## config.mk

```make
export PLATFORM = sky130hd
export DESIGN_NAME = instruction_fetch_stage
export DESIGN_NICKNAME = d
export VERILOG_FILES = /design/src/rtl/instruction_fetch_stage_pkg.sv /design/src/rtl/instruction_fetch_stage_fifo.sv /design/src/rtl/instruction_fetch_stage.sv
export SDC_FILE = /design/constraint.sdc
export NUM_CORES = 1
export LEC_CHECK = 0
export BUFFER_PORTS_ARGS = -buffer_cell sky130_fd_sc_hd__buf_2
export CORE_UTILIZATION = 57
export CTS_BUF_LIST = sky130_fd_sc_hd__clkbuf_2
export DETAILED_ROUTE_END_ITERATION = 10
export MAX_ROUTING_LAYER = met4
export PLACE_DENSITY_LB_ADDON = 0.05
export SYNTH_ARGS = -nofsm -noshare
export SYNTH_HDL_FRONTEND = slang
export SYNTH_SLANG_ARGS = --single-unit
```

## constraint.sdc

```tcl
create_clock -name clk -period 5.9 [get_ports clk]
set_input_delay 0.295 -clock clk [delete_from_list [all_inputs] [get_ports clk]]
set_output_delay 0.295 -clock clk [all_outputs]
set_load 0.02 [all_outputs]
```

## src/rtl/instruction_fetch_stage_pkg.sv

```systemverilog
// Shared definitions for the IF stage: RISC-V opcodes, the NOP word, FSM states
// and the fetch-buffer entry layout.
package instruction_fetch_stage_pkg;

  localparam logic [6:0] OP_IMM = 7'h13;
  localparam logic [6:0] LOAD   = 7'h03;
  localparam logic [6:0] JALR   = 7'h67;
  localparam logic [6:0] LUI    = 7'h37;
  localparam logic [6:0] STORE  = 7'h23;
  localparam logic [6:0] BRANCH = 7'h63;
  localparam logic [6:0] JAL    = 7'h6F;

  localparam logic [31:0] INSTR_NOP = 32'h0000_0013;

  typedef enum logic [1:0] {
    IDLE,
    FETCH,
    DROP
  } fetch_state_t;

  typedef struct packed {
    logic [31:0] instr;
    logic [31:0] pc;
  } fetch_entry_t;

  function automatic logic [31:0] word_align(input logic [31:0] addr);
    return addr & ~32'h3;
  endfunction

endpackage

```

## src/rtl/instruction_fetch_stage_fifo.sv

```systemverilog
// Ring-buffer FIFO of {instr, pc} entries with push/pop/flush and an occupancy count.
module instruction_fetch_stage_fifo
  import instruction_fetch_stage_pkg::*;
#(
  parameter int unsigned DEPTH = 2
) (
  input  logic                           clk,
  input  logic                           reset,
  input  logic                           flush,
  input  logic                           push,
  input  fetch_entry_t                   push_data,
  input  logic                           pop,
  output fetch_entry_t                   head,
  output logic [$clog2(DEPTH + 1)-1:0]   count
);

  localparam int unsigned CNT_W = $clog2(DEPTH + 1);
  localparam int unsigned PTR_W = $clog2(DEPTH);

  fetch_entry_t     mem [DEPTH];
  logic [PTR_W-1:0] rd_ptr;
  logic [PTR_W-1:0] wr_ptr;
  logic             do_pop;
  logic             full;

  function automatic logic [PTR_W-1:0] next_ptr(input logic [PTR_W-1:0] p);
    return (p == PTR_W'(DEPTH - 1)) ? '0 : p + 1'b1;
  endfunction

  assign do_pop = pop && (count != '0);
  assign full   = (count == CNT_W'(DEPTH));
  assign head   = mem[rd_ptr];

  always_ff @(posedge clk) begin
    if (reset || flush) begin
      rd_ptr <= '0;
      wr_ptr <= '0;
      count  <= '0;
    end else begin
      if (push)   wr_ptr <= next_ptr(wr_ptr);
      if (do_pop) rd_ptr <= next_ptr(rd_ptr);
      case ({push, do_pop})
        2'b10:   count <= count + 1'b1;
        2'b01:   count <= count - 1'b1;
        default: count <= count;
      endcase
    end
  end

  always_ff @(posedge clk) begin
    if (!reset && !flush && push) mem[wr_ptr] <= push_data;
  end

  // A full buffer can only accept a word in the same cycle its head leaves.
  push_fits: assert property (@(posedge clk) disable iff (reset)
    !(push && !flush && full && !do_pop));

endmodule

```

## src/rtl/instruction_fetch_stage.sv

```systemverilog
// RISC-V IF stage: PC register, imem req/ack FSM with stale-fetch discard,
// fetch buffer and valid/ready presentation of {instr, pc, opcode} to decode.
module instruction_fetch_stage
  import instruction_fetch_stage_pkg::*;
#(
  parameter logic [31:0] RESET_PC   = 32'h0040_0000,
  parameter int unsigned FIFO_DEPTH = 2
) (
  input  logic        clk,
  input  logic        reset,
  output logic        imem_req_o,
  output logic [31:0] imem_addr_o,
  input  logic        imem_ack_i,
  input  logic [31:0] imem_rdata_i,
  input  logic        redirect_i,
  input  logic [31:0] redirect_pc_i,
  output logic        id_valid_o,
  input  logic        id_ready_i,
  output logic [31:0] id_instr_o,
  output logic [31:0] id_pc_o,
  output logic [6:0]  id_op_o
);

  localparam int unsigned CNT_W = $clog2(FIFO_DEPTH + 1);

  fetch_state_t     state;
  fetch_state_t     state_next;
  logic [31:0]      pc;
  logic [31:0]      pc_next;
  logic [31:0]      stale_addr;
  logic [31:0]      stale_addr_next;
  logic [31:0]      redirect_pc;
  logic [CNT_W-1:0] count;
  logic [CNT_W:0]   count_after;
  logic             push;
  logic             pop;
  logic             valid;
  fetch_entry_t     head;

  assign redirect_pc = word_align(redirect_pc_i);
  assign valid       = !reset && (count != '0);
  assign pop         = valid && id_ready_i;
  // Occupancy after an accepted fetch word lands alongside this cycle's pop.
  assign count_after = {1'b0, count} + 1'b1 - {{CNT_W{1'b0}}, pop};

  always_comb begin
    state_next      = state;
    pc_next         = pc;
    stale_addr_next = stale_addr;
    push            = 1'b0;
    case (state)
      IDLE: begin
        if (redirect_i) begin
          pc_next    = redirect_pc;
          state_next = FETCH;
        end else if (count < CNT_W'(FIFO_DEPTH)) begin
          state_next = FETCH;
        end
      end
      FETCH: begin
        if (imem_ack_i && redirect_i) begin
          pc_next = redirect_pc;
        end else if (imem_ack_i) begin
          push    = 1'b1;
          pc_next = pc + 32'd4;
          if (count_after >= (CNT_W + 1)'(FIFO_DEPTH)) state_next = IDLE;
        end else if (redirect_i) begin
          // The outstanding request keeps its address; only its data is dropped.
          stale_addr_next = pc;
          pc_next         = redirect_pc;
          state_next      = DROP;
        end
      end
      DROP: begin
        if (redirect_i) pc_next = redirect_pc;
        if (imem_ack_i) state_next = FETCH;
      end
      default: state_next = IDLE;
    endcase
  end

  always_ff @(posedge clk) begin
    if (reset) begin
      state      <= IDLE;
      pc         <= RESET_PC;
      stale_addr <= '0;
    end else begin
      state      <= state_next;
      pc         <= pc_next;
      stale_addr <= stale_addr_next;
    end
  end

  instruction_fetch_stage_fifo #(
    .DEPTH(FIFO_DEPTH)
  ) u_fifo (
    .clk       (clk),
    .reset     (reset),
    .flush     (redirect_i),
    .push      (push),
    .push_data ('{instr: imem_rdata_i, pc: pc}),
    .pop       (pop),
    .head      (head),
    .count     (count)
  );

  assign imem_req_o  = !reset && (state != IDLE);
  assign imem_addr_o = (state == DROP) ? stale_addr : pc;
  assign id_valid_o  = valid;
  assign id_instr_o  = valid ? head.instr : INSTR_NOP;
  assign id_pc_o     = valid ? head.pc : '0;
  assign id_op_o     = id_instr_o[6:0];

endmodule

```

Yosys cells after proc, flatten, opt, wreduce, memory -nomap -nowiden
Memories as Yosys holds them, arrays and structs flattened. A register that Yosys moved wholly into a read port is not among the register bits.
Cells that the tools add are included.

word-level totals
  register bits after elaboration = 70
  bits in latches = 0
  bits in writable memories = 128
  ROM bits = 0
  input port bits = 69
  output and inout bits = 105
  logic and storage cells = 70
  memories kept = 1

operators by class
  add/sub/neg operators = 7
  multiply operators = 0
  divide/modulo/power cells = 0
  $lt $le $gt $ge = 2
  equal/unequal tests = 9
  shift-type cells = 0
  multiplexer cells = 25
  bitwise gates (word level) = 2
  reduce and logical (&&, ||, !) cells = 18

memory list
  memory      words  width  rd ports  clocked after Yosys merged registers in  write ports  RTL line                            RTL
  u_fifo.mem  2      64     1         1                                        1            instruction_fetch_stage_fifo.sv:20  fetch_entry_t mem [DEPTH];

operator list
  kind                                                               count
  2-to-1 mux 32 bit                                                  6
  one-hot mux 32 bit (2 select lines)                                1
  adder 32 x 3 -> 32 bit, second input constant                      1
  2-to-1 mux 2 bit                                                   7
  2-to-1 mux 1 bit                                                   9
  inequality test 3 bit, second input constant                       3
  nonzero test 2 bit                                                 4
  logical AND 1 bit                                                  7
  one-hot mux 2 bit (3 select lines)                                 1
  AND reduction 5 bit                                                1
  == test 2 x 1 -> 1 bit, second input constant                      2
  == test 2 bit, second input constant                               2
  inequality test 2 bit, second input constant                       2
  one-hot mux 2 bit (2 select lines)                                 1
  AND reduction 4 bit                                                1
  adder 2 x 1 -> 3 bit, second input constant                        1
  greater-or-equal comparator 3 x 2 -> 1 bit, second input constant  1
  subtractor 3 x 1 -> 3 bit                                          1
  adder 1 bit, second input constant                                 2
  adder 2 x 1 -> 2 bit, second input constant                        1
  zero test 1 bit                                                    2
  zero test 2 bit                                                    1
  less-than comparator 2 bit, second input constant                  1
  inverter 1 bit                                                     2
  3 further kinds                                                    3

Depth between registers and ports, before layout
Gate-level depths: netlist of run 1.

  depth after elaboration = 9
  depth in mapped cells = 9

Hierarchy
Synthesis of run 1 repeated with hierarchy kept, for this count alone.

second synthesis, totals
  cells, all modules = 741
  area, all modules = 8854.7 um^2

modules (own cells, without submodules)
  module                        times used  cells each  area each (um^2)  sequential area each (um^2)
  instruction_fetch_stage_fifo  1           221         4828.4            3943.8
  instruction_fetch_stage       1           520         4026.4            1321.3

Worst setup path after synthesis of run 1
Ideal clock, no wire load.

  kind = in2reg
  start = input imem_ack_i
  end = memory u_fifo.mem[0][0] (netlist name) (enable)
  setup time = 0.487 ns
  arrival = 3.763 ns
  required time = 5.413 ns
  path slack = 1.651 ns
  cell stages on the path = 5
  buffers on the path = 2
  cell sequence = clkbuf_1 -> and4bb_1 -> nand2_1 -> clkbuf_1 -> nor2_1

on the way
  cells in the longest elaborated chain, start to end = 6
  elaborated cells on any way between the ends = 7
  classes of those cells = 5 x mux; 2 x reduce/logical

RTL lines
  what                                                   RTL line                                                      RTL
  start, declared                                        instruction_fetch_stage.sv:13                                 input logic imem_ack_i,
  2-to-1 mux 1 bit or logical AND 1 bit (tied branches)  instruction_fetch_stage.sv:63, instruction_fetch_stage.sv:61
  2-to-1 mux 1 bit (*)                                   instruction_fetch_stage.sv:61                                 if (imem_ack_i && redirect_i) begin
  2-to-1 mux 1 bit (*)                                   instruction_fetch_stage.sv:51                                 case (state)
  logical AND 1 bit (*)                                  instruction_fetch_stage_fifo.sv:51                            if (!reset && !flush && push) mem[wr_ptr] <= push_data;
  2-to-1 mux 1 bit (*)                                   instruction_fetch_stage_fifo.sv:51
  2-to-1 mux 1 bit (implied by the code) (*)             instruction_fetch_stage_fifo.sv:51
  end, declared                                          instruction_fetch_stage_fifo.sv:20

Mark *: on every way between the ends. The rest lies on a longest branch, timed or not.

Final worst setup path of run 1
  start = register state[0]
  end = memory u_fifo.mem[0][52] (netlist name) (enable)

on the way
  cells in the longest elaborated chain, start to end = 5

RTL lines
  what                                    RTL line                            RTL
  start, declared                         instruction_fetch_stage.sv:26       fetch_state_t state;
  start signal, assigned                  instruction_fetch_stage.sv:88       state <= state_next;
  == test 2 x 1 -> 1 bit                  instruction_fetch_stage.sv:51
  2-to-1 mux 1 bit                        instruction_fetch_stage.sv:51
  logical AND 1 bit                       instruction_fetch_stage_fifo.sv:51
  2-to-1 mux 1 bit                        instruction_fetch_stage_fifo.sv:51
  2-to-1 mux 1 bit (implied by the code)  instruction_fetch_stage_fifo.sv:51

No other way between the ends.

==> results of run 1 <==
## cell usage in the layout, fill, tap and decap left out, types with 3 or more instances in the layout
master,n
sky130_fd_sc_hd__dlygate4sd3_1,64
sky130_fd_sc_hd__clkbuf_2,20
sky130_fd_sc_hd__a31oi_1,4
sky130_fd_sc_hd__nand2b_1,7
sky130_fd_sc_hd__mux2_2,33
sky130_fd_sc_hd__and2_1,8
sky130_fd_sc_hd__nand4_1,8
sky130_fd_sc_hd__buf_2,171
sky130_fd_sc_hd__o221ai_1,9
sky130_fd_sc_hd__nor4_1,3
sky130_fd_sc_hd__a21oi_1,57
sky130_fd_sc_hd__nor2_1,83
sky130_fd_sc_hd__xor2_1,5
sky130_fd_sc_hd__o21ai_0,14
sky130_fd_sc_hd__inv_6,3
sky130_fd_sc_hd__o22ai_1,6
sky130_fd_sc_hd__xnor2_1,7
sky130_fd_sc_hd__and3_1,12
sky130_fd_sc_hd__edfxtp_1,128
sky130_fd_sc_hd__nor3b_1,4
sky130_fd_sc_hd__and4_1,7
sky130_fd_sc_hd__nand2_1,87
sky130_fd_sc_hd__clkinvlp_4,6
sky130_fd_sc_hd__buf_4,5
sky130_fd_sc_hd__nor3_1,16
sky130_fd_sc_hd__a211oi_1,6
sky130_fd_sc_hd__nand3_1,15
sky130_fd_sc_hd__mux2i_1,64
sky130_fd_sc_hd__dfxtp_1,70
sky130_fd_sc_hd__a22oi_1,3
## logic make-up (layout without fill, tap and decap cells)
group | after synthesis | count (layout) | share of synthesized area, %
multiplexers | 98 | 98 | 11.7
AO/OA/AOI/OAI | 124 | 124 | 8.84
other | 0 | 1 | 0
XOR/XNOR | 12 | 12 | 1.20
AND/OR/NAND/NOR | 264 | 264 | 14.4
adder cells (fa/ha/maj) | 2 | 2 | 0.286
flip-flops | 199 | 199 | 60.1
buffers and inverters | 67 | 276 | 3.48
## timing repair
action	4_1_cts	5_1_grt
hold buffers	64	0
endpoints found under the hold margin	99	0
resized for setup	0	0
## metrics by stage
stage	setup WS, ns	instance area [sq um]	std cells	util (%)	hold WS, ns
finish	2.24	10500	1160	71.0	0.0861
floorplan	1.65	8760	766	-	0.394
global route	2.00	10500	1159	70.9	0.103
detailed placement	2.27	9630	1063	65.2	0.447
CTS	2.26	10500	1159	70.9	0.0287
global placement	2.40	9630	1063	65.2	0.438
## path summary, 6_finish.rpt
| kind | cells after the start | end | slack (ns) |
|---|---|---|---|
| worst max-delay path | 4 | u_fifo.mem[0][52]$_DFFE_PP_ | 2.24 |
| worst min-delay path | 6 | pc[17]$_SDFFE_PP0N_ | 0.09 |
| worst max register to register | 4 | u_fifo.mem[0][52]$_DFFE_PP_ | 2.24 |
| worst min register to register | 2 | stale_addr[21]$_SDFFE_PP0P_ | 0.47 |
## state kept, by name (all words and copies together), names as in the netlist, named ones only
name and count:
pc 32, stale_addr 32, state 2, u_fifo.count 2
u_fifo.mem 128, u_fifo.rd_ptr 1, u_fifo.wr_ptr 1
## layer usage
| layer | routed length, um | GRT usage, % |
|---|---|---|
| met4 | 325 | 8.79 |
| met2 | 10100 | 43.8 |
| met3 | 1260 | 3.78 |
| met5 | 0 | - |
| met1 | 9070 | 35.0 |
## worst reg2reg max path: cells and delay by family, from the launching register on
kind | cells | cell delay (ns)
simple gates | 3 | 1.88
buf+inv | 1 | 0.61
flops | 1 | 0.83
## layout make-up
| type | count | area [sq um] |
|---|---|---|
| Sequential cell | 199 | 5270 |
| Fill cell | 1073 | 4280 |
| Multi-Input combinational cell | 500 | 3220 |
| Timing Repair Buffer | 240 | 1530 |
| Tap cell | 184 | 230 |
| Clock buffer | 20 | 100 |
| Clock inverter | 12 | 100 |
| Inverter | 4 | 15.0 |
| Antenna cell | 1 | 2.50 |
## power by group
group	internal (W)	leakage, nW	total (W)	switching, W
Sequential	0.00152	1.75	0.00157	0.0000552
Clock	0.000121	0.110	0.000588	0.000468
Combinational	0.000109	2.03	0.000235	0.000126
==> metrics list, run 1 <==
- In the final layout, the share of cells above drive strength 1 is 26.1%.
* Via total after detailed routing: between 6k and 7k
* Setup crit start kind: flop
* Number of violations of the max-capacitance limit: 0
- Share of async-settable or async-resettable flops after synthesis: 0%
- Overall power consumption after layout is estimated at 0.00239 W.
* Final routed DRC violation total: 0
- Status: complete, no violations
- Startpoint of the worst setup timing path: state[0]$_SDFFE_PP0P_
- Grouping stages by cell kind, the critical path spends the most delay in simple AND/OR/NAND/NOR gates.
- CTS tree: done
* TritonCTS Buffers: 17
* Highest clock frequency the design can meet: 0.273 GHz
* Count of unique library cells instantiated by Yosys: 59
- Top post-synthesis cells by count: sky130_fd_sc_hd__edfxtp_1 (128), sky130_fd_sc_hd__nand2_1 (87), sky130_fd_sc_hd__nor2_1 (84)
- In this run the tool buffered the top-level ports with 171 buffer cells.
- Crit-path max FO: 42
- The number of antenna violations at the first check in global routing is 0.
- Number of synthesized register bits: 199
- Number of nets in the final layout: approximately 1.0k
* DR WL/cell: around 18 um
- Synthesized area per cell: around 11 sq um
- The detailed router finished its first iteration with 569 violations.
- CTS clock-pin slew for the worst setup and hold paths: roughly 0.28 ns
- Least-Margin Pin Slew: 1.19 ns
- From bottom edge to top edge, the die measures 126 um.
- Count of synthesis-stage warnings from yosys: 0
- The clock drives 199 sinks.
* Prevailing post-synth register cell: sky130_fd_sc_hd__edfxtp_1
- Global routing consumed, over all layers together, 27.0% of the routing resources.
- Leakage dissipation: between 3 and 4 nW
- Postcts setup bufs: 0
* Pre-antenna DRT Iters: 5
- Post-DP HPWL: 12900 um
* Number of placement rows: 44
* Data required time at the worst endpoint: 6.32 ns
- Measured against its own limit, the worst slew margin works out to 20.0%.
- Clock tree skew after final layout: 0.0228 ns
* Cell with the largest stage delay on the worst path: sky130_fd_sc_hd__dfxtp_1
- Initial standard-cell utilization of the core: just under 60%
* Floorplan Core Area: roughly 0.015 sq mm
- The die covers around 0.016 sq mm.
* Cell types occupying the most area after synthesis: sky130_fd_sc_hd__edfxtp_1 (44%), sky130_fd_sc_hd__dfxtp_1 (16%), sky130_fd_sc_hd__mux2i_1 (7.3%), sky130_fd_sc_hd__mux2_2 (4.2%), sky130_fd_sc_hd__nand2_1 (3.7%)
- The longest clock path from root to sink contains 2 buffers.
* Root Driver: sky130_fd_sc_hd__clkbuf_2
- Together, buffers and inverters on the worst path number 1.
- The first global-routing pass estimated roughly 32000 um of wire.
* Worst reg2reg startpoint: state[0]$_SDFFE_PP0P_
- When the netlist entered floorplanning its net count stood at 837.
- Worst vdd rail ir drop: 0.000125 V
- WP data arrival: 4.08 ns
* Path type of the worst setup path: reg2reg
- From left edge to right edge, the die measures around 130 um.
- Antenna viol nets, final: 0
- Total congestion overflow after global routing: 0
- Final GP Congestion: 0.905
* Period utilization: 62.0%
- The worst setup path is captured at a flop.
* Most frequent cell after synthesis: sky130_fd_sc_hd__edfxtp_1
* Power density over the cells: 229 mW/mm^2
- Post-Syn Area: ~0.0088 sq mm
* Path category of the worst min-delay check: in2reg
- Largest net degree at the start of global routing: 65
* Yosys top cell by area: sky130_fd_sc_hd__edfxtp_1
- Sequential cells were found to cover 60.1% of the synthesized design area.
* Time the final worst path needs with I/O delays and setup: between 3 and 4 ns
* Hold Path Origin: redirect_pc_i[17]
* Proportion of netlist area held by the largest area contributor: a little over two fifths
- The max-slew violation total from the final report was 0.
* Slowest Stage Delay on Critical Path: 0.83 ns
- The via count of the first global-routing pass is roughly 6.4k.
- Vias per inst: between 5 and 6
- List of cells traversed by the critical path: and4bb_1 > nand2_1 > nor2_4 > buf_4
* Number of synthesized flops with an enable pin: between 100 and 150
* Final-layout setup total negative slack: 0 ns
- Final hold viol count: 0
* Ports placed on the boundary: 174
* Layout-stage area growth over the synthesis result: 19.5%
- Number of setup violations in the final report: 0
- For this block, the routed nets add up to 20800 um of wire.
- Synthesis produced a netlist whose cell count is 766.
* Worst skew pair latency: around 0.75 ns
- CTS built an H-tree with a depth of 4.
- Unrepaired setup endpoints after global routing: no
(Power assumes the default switching activity.)
==> run 2, diff against run 1 <==
--- a/config.mk
+++ b/config.mk
@@ -5,8 +5,9 @@
 export SDC_FILE = /design/constraint.sdc
 export NUM_CORES = 1
 export LEC_CHECK = 0
+export ABC_AREA = 1
 export BUFFER_PORTS_ARGS = -buffer_cell sky130_fd_sc_hd__buf_2
-export CORE_UTILIZATION = 57
+export CORE_UTILIZATION = 58
 export CTS_BUF_LIST = sky130_fd_sc_hd__clkbuf_2
 export DETAILED_ROUTE_END_ITERATION = 10
 export MAX_ROUTING_LAYER = met4
==> constraint.sdc (replaced) <==
create_clock -name clk -period 3.4 [get_ports clk]
set_input_delay 0.17 -clock clk [delete_from_list [all_inputs] [get_ports clk]]
set_output_delay 0.17 -clock clk [all_outputs]
set_load 0.02 [all_outputs]
==> metrics list, run 2 <==
- Yosys top cell by area: sky130_fd_sc_hd__edfxtp_1 (unchanged)
* List of cells traversed by the critical path: inv_1 > nor2_4 > buf_4 > nand2_1 > o21ai_0 > buf_2 (was and4bb_1 > nand2_1 > nor2_4 > buf_4)
- Number of setup violations in the final report: 0 (unchanged)
* Cells after synthesis: 1002 (was 766)
* Endpoint class of the critical path: output pin (was flop)
- The post-layout net count is 1295 (was 1033).
- The critical-path cell with the highest stage delay is sky130_fd_sc_hd__nor2_4 (was sky130_fd_sc_hd__dfxtp_1).
* Least-Margin Pin Slew: 0.811 ns (was 1.19 ns)
- Post-DP HPWL: 14200 um (was 12900 um)
- Data required time at the worst endpoint: 3.23 ns (was 6.32 ns)
* Period utilization: 85.0%
- Final max-slew violation count: 0 (unchanged)
- The number of synthesized flops with an enable pin came to 128 (unchanged).
- The share of synthesized cell area in full adder, half adder and majority cells came to 0.268% (was 0.286%).
- Post-synthesis xor/xnor area fraction: 0.0939% (was 1.20%)
- The post-synthesis mux area share is 7.37% (was 11.7%).
- Clock tree skew after final layout: 0.0334 ns (was 0.0228 ns)
- Number of cells on the worst reg-to-reg path: 7 (was 4)
* Cell types occupying the most area after synthesis: sky130_fd_sc_hd__edfxtp_1 (41%), sky130_fd_sc_hd__dfxtp_1 (15%), sky130_fd_sc_hd__nand2_1 (8.8%), sky130_fd_sc_hd__mux2_2 (7.4%), sky130_fd_sc_hd__inv_1 (5.5%) (was sky130_fd_sc_hd__edfxtp_1 (44%), sky130_fd_sc_hd__dfxtp_1 (16%), sky130_fd_sc_hd__mux2i_1 (7.3%), sky130_fd_sc_hd__mux2_2 (4.2%), sky130_fd_sc_hd__nand2_1 (3.7%))
* Path category of the worst min-delay check: in2reg (unchanged)
- Largest family of logic cells by synthesized area: simple AND/OR/NAND/NOR gates (unchanged)
* Hold Path Origin: redirect_i (was redirect_pc_i[17])
* Number of DRC violations after detailed-routing iteration 0: 655 (was 569)
- Status: complete, no violations (unchanged)
* Root Driver: sky130_fd_sc_hd__clkbuf_2 (unchanged)
* Antenna viol nets, final: 0 (unchanged)
- The maximum buffer depth of the clock tree was 2 (unchanged).
- Crit-path max FO: 41 (was 42)
- The fraction of synthesis flops using an asynchronous set or reset pin is 0% (unchanged).
- The cell area after synthesis came to 0.00933 sq mm (was 0.00876 sq mm).
- Setup crit start kind: flop (unchanged)
- The least setup slack across all paths after layout came to 0.508 ns (was 2.24 ns).
- The number of placed I/O pins is 174 (unchanged).
- Area used by sequential logic in the layout: 0.00527 sq mm (about the same)
- Leading cell type in the layout, fill and taps excluded: sky130_fd_sc_hd__nand2_1 (was sky130_fd_sc_hd__buf_2)
* Post-cts repair resize count: 0 (unchanged)
- The clock tree from TritonCTS is done (unchanged).
- The number of nets produced by synthesis is 1073 (was 837).
- Commonest non-fill, non-tap cells in the layout: sky130_fd_sc_hd__nand2_1 (218), sky130_fd_sc_hd__buf_2 (171), sky130_fd_sc_hd__inv_1 (136) (was sky130_fd_sc_hd__buf_2 (171), sky130_fd_sc_hd__edfxtp_1 (128), sky130_fd_sc_hd__nand2_1 (87)).
- Time the final worst path needs with I/O delays and setup: ~2.9 ns
* Combinational cell fraction of total power: 13.2% (was 9.8%)
- The largest net degree at the start of global routing came to 66 (was 65).
- Number of synthesized register bits: 199 (unchanged)
- The floorplan core area was 0.0154 sq mm (was 0.0148 sq mm).
- Worst setup slack before clock tree synthesis: 0.910 ns (was 2.27 ns)
- Simple logic cell fraction of the synthesized area: 15.5% (was 14.4%)
- Total Routing Usage GR: 28.0% (was 27.0%)
* Post-synthesis compound-gate area fraction: 11.9% (was 8.84%)
* Final GP Congestion: 0.952 (was 0.905)
* Number of global-route vias before repair: 7163 (was 6359)
- The number of antenna violations at the first check in global routing is 1 (was 0).
- The cell area after layout is 0.0114 sq mm (was 0.0105 sq mm).
- Prevailing post-synth register cell: sky130_fd_sc_hd__edfxtp_1 (unchanged)
* Layout-stage area growth over the synthesis result: 21.8% (was 19.5%)
- Clock sinks: 199 (unchanged)
- The clock network latency to the later pin of the worst-skew pair was 0.77 ns (was 0.75 ns).
- Detailed Route WL: 21800 um (was 20800 um)
* Sw Ratio: 27.3% (was 27.1%)
* Top register by number of flip-flops: u_fifo.mem (unchanged)
* Share of post-route cells with drive strength above 1: 24.3% (was 26.1%)
- The fraction of power consumed by sequential logic came to 60.2% (was 65.6%).
* Number of violations of the max-capacitance limit: 0 (unchanged)
- The total vias in the final route was 7648 (was 6754).
- Reg-to-reg setup timing slack: 0.86 ns (was 2.24 ns)
- Worst reg2reg path endpoint: u_fifo.mem[0][52]$_DFFE_PP_ (unchanged)
- Unrepaired setup endpoints after global routing: no (unchanged).
- Pre-antenna DRT Iters: 6 (was 5)
* Most frequent cell after synthesis: sky130_fd_sc_hd__nand2_1 (was sky130_fd_sc_hd__edfxtp_1)
- The number of flip-flops in the largest register is 128 (unchanged).
- The placement-stage cell area is 0.0103 sq mm (was 0.00963 sq mm).
- The peak supply drop came to 0.000235 V (was 0.000125 V).
- The largest stage delay on the critical path is 0.60 ns (was 0.83 ns).
- Synthesized area per cell: 9.31 sq um (was 11.4 sq um)
- The area taken by multi-input logic gates is 0.00331 sq mm (was 0.00322 sq mm).
- The type of the setup path with the least slack is reg2out (was reg2reg).
* WP data arrival: 2.72 ns (was 4.08 ns)
* Filler instances: 1186 (was 1073)
- Number of placement rows: 45 (was 44)
- Power density over the cells: 402 mW/mm^2 (was 229 mW/mm^2)
* Leakage dissipation: 4.98 nW (was 3.90 nW)
- Top post-synthesis cells by count: sky130_fd_sc_hd__nand2_1 (218), sky130_fd_sc_hd__inv_1 (136), sky130_fd_sc_hd__edfxtp_1 (128) (was sky130_fd_sc_hd__edfxtp_1 (128), sky130_fd_sc_hd__nand2_1 (87), sky130_fd_sc_hd__nor2_1 (84))
- The fraction of the yosys area taken by sequential cells is 56.5% (was 60.1%).
- Final-layout setup total negative slack: 0 ns (unchanged)
- The effective utilization at floorplan is 60.5% (was 59.4%).
* Registers with the highest flip-flop counts: u_fifo.mem (128), pc (32), stale_addr (32) (unchanged)
- Static timing analysis puts the maximum clock frequency at 0.346 GHz.
* CTS clock-pin slew for the worst setup and hold paths: 0.27 ns (was 0.28 ns)
- Slew headroom: 45.9% (was 20.0%)
- Switch Pwr: 0.00125 W (was 0.000649 W)
* Area of the die: 0.0166 sq mm (was 0.0159 sq mm)
* Final hold viol count: 0 (unchanged)
- The count of H-tree levels built during CTS was 4 (unchanged).
* Cell-internal power: 0.00332 W (was 0.00174 W)
* Die Height: 129 um (was 126 um)
- Worst reg2reg startpoint: state[0]$_SDFFE_PP0P_ (unchanged)
* Total congestion overflow after global routing: 0 (unchanged)
- The count of synthesis-stage warnings from yosys is 0 (unchanged).
* Clock share of power: 26.6% (was 24.6%)
- TritonCTS Buffers: 17 (unchanged)
- Vias per inst: 5.28 (was 5.82)
- The area share of the largest cell type after synthesis is 41.2% (was 43.9%).
* Hold Path End: pc[27]$_SDFFE_PP0N_ (was pc[17]$_SDFFE_PP0N_)
* Count of unique library cells instantiated by Yosys: 40 (was 59)
- The number of input and output port buffers inserted is 171 (unchanged).
- The wire length of the first global-routing pass was 34600 um (was 32400 um).
* Final routed DRC violation total: 0 (unchanged)
- The width of the chip was 129 um (was 126 um).
* DR WL/cell: 15.0 um (was 17.9 um)
* Worst hold path depth: 5 (was 6)
## run 2: changes by cell type after synthesis, sizes merged, moves of 21 or more
cell	previous run	this run
nor2	84	63
inv	4	141
mux2i	64	0
nand2	87	223
o21ai	16	97
mux2	34	61
## run 2: area by class of cell
class                      instances  area share, %
inverter                         142           4.71
multi-input combinational        609           29.1
clock inverter                    14           1.51
sequential                       199           46.4
tap                              211           2.32
clock buffer                      18          0.793
antenna                            1         0.0220
timing repair buffer             255           15.2
## run 2: stage by stage
stage	utilization, %	cells	total power (W)	hold WS, ns
finish	73.6	1449	0.00457	0.0632
global route	73.6	1449	0.00476	0.0328
CTS	73.6	1448	0.00458	0.0207
detailed placement	67.1	1341	0.00332	0.362
global placement	67.1	1341	0.00331	0.357
floorplan	-	1002	0.00313	0.269
## run 2: logic make-up (layout without fill, tap and decap cells)
logic type,Yosys count,after routing
other cells,0,1
fa+ha+maj,2,2
simple gates,341,341
mux,61,61
xor+xnor,1,1
buf+inv,194,429
flops,199,199
compound gates,204,204
## run 2: layer usage
metal / wire (um) / share of wire (%) / track usage (%) / vias to the layer above
met5: 0 / 0 / - / -
met1: 9890 / 45 / 36.6 / 3549
li1: - / - / - / 3785
met4: 496 / 2.3 / 10.5 / 0
met2: 10000 / 46 / 43.9 / 272
met3: 1370 / 6.3 / 4.82 / 42
## run 2: worst max-delay path by stage
stage                                   to  slack [ns]  cells after the start                   from
2_1_floorplan   u_fifo.mem[0][0]$_DFFE_PP_        0.37                      6  state[0]$_SDFFE_PP0P_
3_3_place_gp   u_fifo.mem[0][33]$_DFFE_PP_        0.94                      7  state[0]$_SDFFE_PP0P_
3_5_place_dp   u_fifo.mem[0][33]$_DFFE_PP_        0.91                      7  state[0]$_SDFFE_PP0P_
4_1_cts                    imem_addr_o[16]        0.47                      6  state[1]$_SDFFE_PP0P_
5_1_grt                    imem_addr_o[23]        0.28                      6  state[1]$_SDFFE_PP0P_
6_report                   imem_addr_o[15]        0.51                      6  state[1]$_SDFFE_PP0P_
## run 2: critical path: cells and delay by family, from the launching register on
family,cells,cell delay (ns)
compound gates,1,0.08
flops,1,0.53
buf+inv,3,0.66
simple gates,2,0.67
## run 2: repair_timing
item	CTS	global route
hold buffers	75	0
setup buffers	0	0
hold endpoints to repair	103	0
## run 2: power by group through the flow
| stage | clock network (W) | logic [W] | registers (W) |
|---|---|---|---|
| after floorplan | 0 | 0.000363 | 0.00277 |
| after global routing | 0.00133 | 0.000665 | 0.00276 |
| after CTS | 0.00124 | 0.000595 | 0.00275 |
| after detailed placement | 0 | 0.000523 | 0.00280 |
| final | 0.00122 | 0.000602 | 0.00275 |
| after global placement | 0 | 0.000515 | 0.00279 |
==> run 3, diff against run 2 <==
--- a/config.mk
+++ b/config.mk
@@ -7,6 +7,8 @@
 export LEC_CHECK = 0
 export ABC_AREA = 1
 export BUFFER_PORTS_ARGS = -buffer_cell sky130_fd_sc_hd__buf_2
+export CORE_ASPECT_RATIO = 1.25
+export CORE_MARGIN = 3
 export CORE_UTILIZATION = 58
 export CTS_BUF_LIST = sky130_fd_sc_hd__clkbuf_2
 export DETAILED_ROUTE_END_ITERATION = 10
==> metrics list, run 3 (synthesis results as in run 2) <==
- Chip Width: 119 um (was 129 um)
- The met3 usage in global routing came to 4.55% (was 4.82%).
- Power density over the cells: 398 mW/mm^2 (was 402 mW/mm^2)
* Clock tree skew after final layout: 0.0349 ns (was 0.0334 ns)
- Global-route wire length before repair: 36400 um (was 34600 um)
- The number of flip-flops in the largest register was 128 (unchanged).
- Hold Path End: u_fifo.mem[0][43]$_DFFE_PP_ (was pc[27]$_SDFFE_PP0N_)
- The global routing met1 resource utilization is 32.8% (was 36.6%).
- The worst hold path depth is 2 (was 5).
- Data required time at the worst endpoint: 3.23 ns (about the same)
* Vias per inst: 5.28 (about the same)
- The count of TritonRoute iterations in the first routing pass is 5 (was 6).
- The placement-stage cell area came to 0.0103 sq mm (about the same).
* Path category of the worst min-delay check: in2reg (unchanged)
* Number of cells after detailed placement: 1341 (unchanged)
- Detailed Route WL: 22500 um (was 21800 um)
- Via total after detailed routing: 7760 (was 7648)
- The largest register by flop count is u_fifo.mem (unchanged).
* Initial standard-cell utilization of the core: 59.4% (was 60.5%)
- Antenna viol nets, final: 0 (unchanged)
- The clock tree from TritonCTS is done (unchanged).
- The CTS clock-pin slew for the worst setup and hold paths came to 0.29 ns (was 0.27 ns).
- The origin of the critical flop-to-flop path is pc[2]$_SDFFE_PP0N_ (was state[0]$_SDFFE_PP0P_).
- Number of cells on the worst reg-to-reg path: 11 (was 7)
- The die height is 148 um (was 129 um).
- The ratio of cells with drive above 1 in the final layout came to 23.8% (was 24.3%).
- Number of buffers inserted for hold repair after clock tree synthesis: 95 (was 75)
- The critical-path cell with the highest stage delay is sky130_fd_sc_hd__dfxtp_1 (was sky130_fd_sc_hd__nor2_4).
* Number of DRC violations after detailed-routing iteration 0: 607 (was 655)
- The clock network latency to the later pin of the worst-skew pair came to 0.78 ns (was 0.77 ns).
- The largest net degree at the start of global routing came to 65 (was 66).
- The overall track demand over capacity in global routing was 26.6% (was 28.0%).
- Commonest non-fill, non-tap cells in the layout: sky130_fd_sc_hd__nand2_1 (218), sky130_fd_sc_hd__buf_2 (171), sky130_fd_sc_hd__inv_1 (136) (unchanged).
- The number of remaining DRC errors was 0 (unchanged).
- Number of placement rows: 51 (was 45)
- The kind of end point of the critical path is an output pin (unchanged).
- The final number of setup-violating endpoints was 0 (unchanged).
- Time the final worst path needs with I/O delays and setup: 2.87 ns (was 2.89 ns)
- Worst vdd rail ir drop: 0.000301 V (was 0.000235 V)
* Root Driver: sky130_fd_sc_hd__clkbuf_2 (unchanged)
- Worst reg2reg path endpoint: pc[22]$_SDFFE_PP1N_ (was u_fifo.mem[0][52]$_DFFE_PP_)
- The estimated wirelength of the detail-placed design is 14500 um (was 14200 um).
- The maximum clock rate came to 0.349 GHz (was 0.346 GHz).
- Registers with the highest flip-flop counts: u_fifo.mem (128), pc (32), stale_addr (32) (unchanged).
- Worst setup slack before clock tree synthesis: 1.21 ns (was 0.910 ns)
* Ports placed on the boundary: 174 (unchanged)
* Final hold viol count: 0 (unchanged)
- Number of global-route vias before repair: 7462 (was 7163)
* PnR Total Power: 0.00460 W (was 0.00457 W)
* Met2 Use GR: 44.7% (was 43.9%)
- Post-cts repair resize count: 0 (unchanged)
* Leading cell type in the layout, fill and taps excluded: sky130_fd_sc_hd__nand2_1 (unchanged)
- The largest stage delay on the critical path was 0.54 ns (was 0.60 ns).
- Number of violations of the max-capacitance limit: 0 (unchanged)
- Status: complete, no violations (unchanged)
- Final-layout setup total negative slack: 0 ns (unchanged)
- The routing layer with the top usage in global route is met2 (unchanged).
* TritonCTS Buffers: 17 (unchanged)
- List of cells traversed by the critical path: inv_1 > nor2_4 > buf_4 > nand2_1 > o21ai_0 > buf_2 (unchanged).
* H-tree Lvls: 4 (unchanged)
- Min setup slack post-route: 0.532 ns (was 0.508 ns)
* Unrepaired setup endpoints after global routing: no (unchanged)
* WP data arrival: 2.70 ns (was 2.72 ns)
* Floorplan Core Area: 0.0157 sq mm (was 0.0154 sq mm)
* Period utilization: 84.3% (was 85.0%)
* Non-Filler Cell Area, Final: 0.0116 sq mm (was 0.0114 sq mm)
- The total congestion overflow after global routing was 0 (unchanged).
- Buffers from clock root to sink, at most: 2 (unchanged)
- The total clock sinks is 199 (unchanged).
* Crit-path max FO: 35 (was 41)
- Post-route insts no fill: 1469 (was 1449)
* Layout-stage area growth over the synthesis result: 24.0% (was 21.8%)
- Number of nets in the final layout: 1314 (was 1295)
* Path type of the worst setup path: reg2out (unchanged)
- The register-to-register setup slack came to 0.79 ns (was 0.86 ns).
* Antenna violations before repair: 1 (unchanged)
* Final GP Congestion: 0.929 (was 0.952)
* Least-Margin Pin Slew: 0.782 ns (was 0.811 ns)
- DR WL/cell: 15.3 um (was 15.0 um)
- Cell family with the largest share of critical-path delay: buffers and inverters (was simple AND/OR/NAND/NOR gates)
* Slew headroom: 47.9% (was 45.9%)
- Leakage dissipation: 5.10 nW (was 4.98 nW)
- Postcts setup bufs: 0 (unchanged)
- Final max-slew violation count: 0 (unchanged)
- The origin of the worst min-delay path is imem_rdata_i[11] (was redirect_i).
- Area of the die: 0.0176 sq mm (was 0.0166 sq mm)
* Port Buffers: 171 (unchanged)
- The number of buffers and inverters on the critical path was 3 (unchanged).
- Setup crit start kind: flop (unchanged)
==> run 3: final cells by class <==
type                    instances  area (sq um)
fillers                      1221          4140
repair buffers                274          1920
diodes                          1          2.50
clock inverters                14           180
clock buffers                  18          90.1
multi-input cells             609          3310
inverters                     142           536
well taps                     212           265
flip-flops and latches        199          5270
==> run 3: how the worst max path moves through the flow <==
stage,from,end,cells past startpoint
final,state[1]$_SDFFE_PP0P_,imem_addr_o[21],6
after global routing,state[1]$_SDFFE_PP0P_,imem_addr_o[26],6
after CTS,state[1]$_SDFFE_PP0P_,imem_addr_o[21],6
after detailed placement,state[0]$_SDFFE_PP0P_,u_fifo.mem[1][40]$_DFFE_PP_,7
after global placement,state[0]$_SDFFE_PP0P_,u_fifo.mem[0][42]$_DFFE_PP_,7
after floorplan,state[0]$_SDFFE_PP0P_,u_fifo.mem[0][0]$_DFFE_PP_,6
==> run 3: through the flow <==
step                      hold WS (ns)  utilization, %
after floorplan                  0.269               -
after detailed placement         0.362            65.9
after global placement           0.357            65.9
final                           0.0938            73.7
after global routing            0.0174            73.7
after CTS                       0.0437            73.6
==> run 3: power breakdown <==
| group | internal (W) | switching [W] |
|---|---|---|
| sequential | 0.00266 | 0.0000883 |
| clock | 0.000378 | 0.000844 |
| combinational | 0.000259 | 0.000371 |
| total | 0.00330 | 0.00130 |
==> run 3: routing by layer <==
layer  vias to the layer above  routed length [um]
li1                       3826                   -
met1                      3649                9650
met2                       247               11100
met3                        38                1160
met4                         0                 555
met5                         -                   0
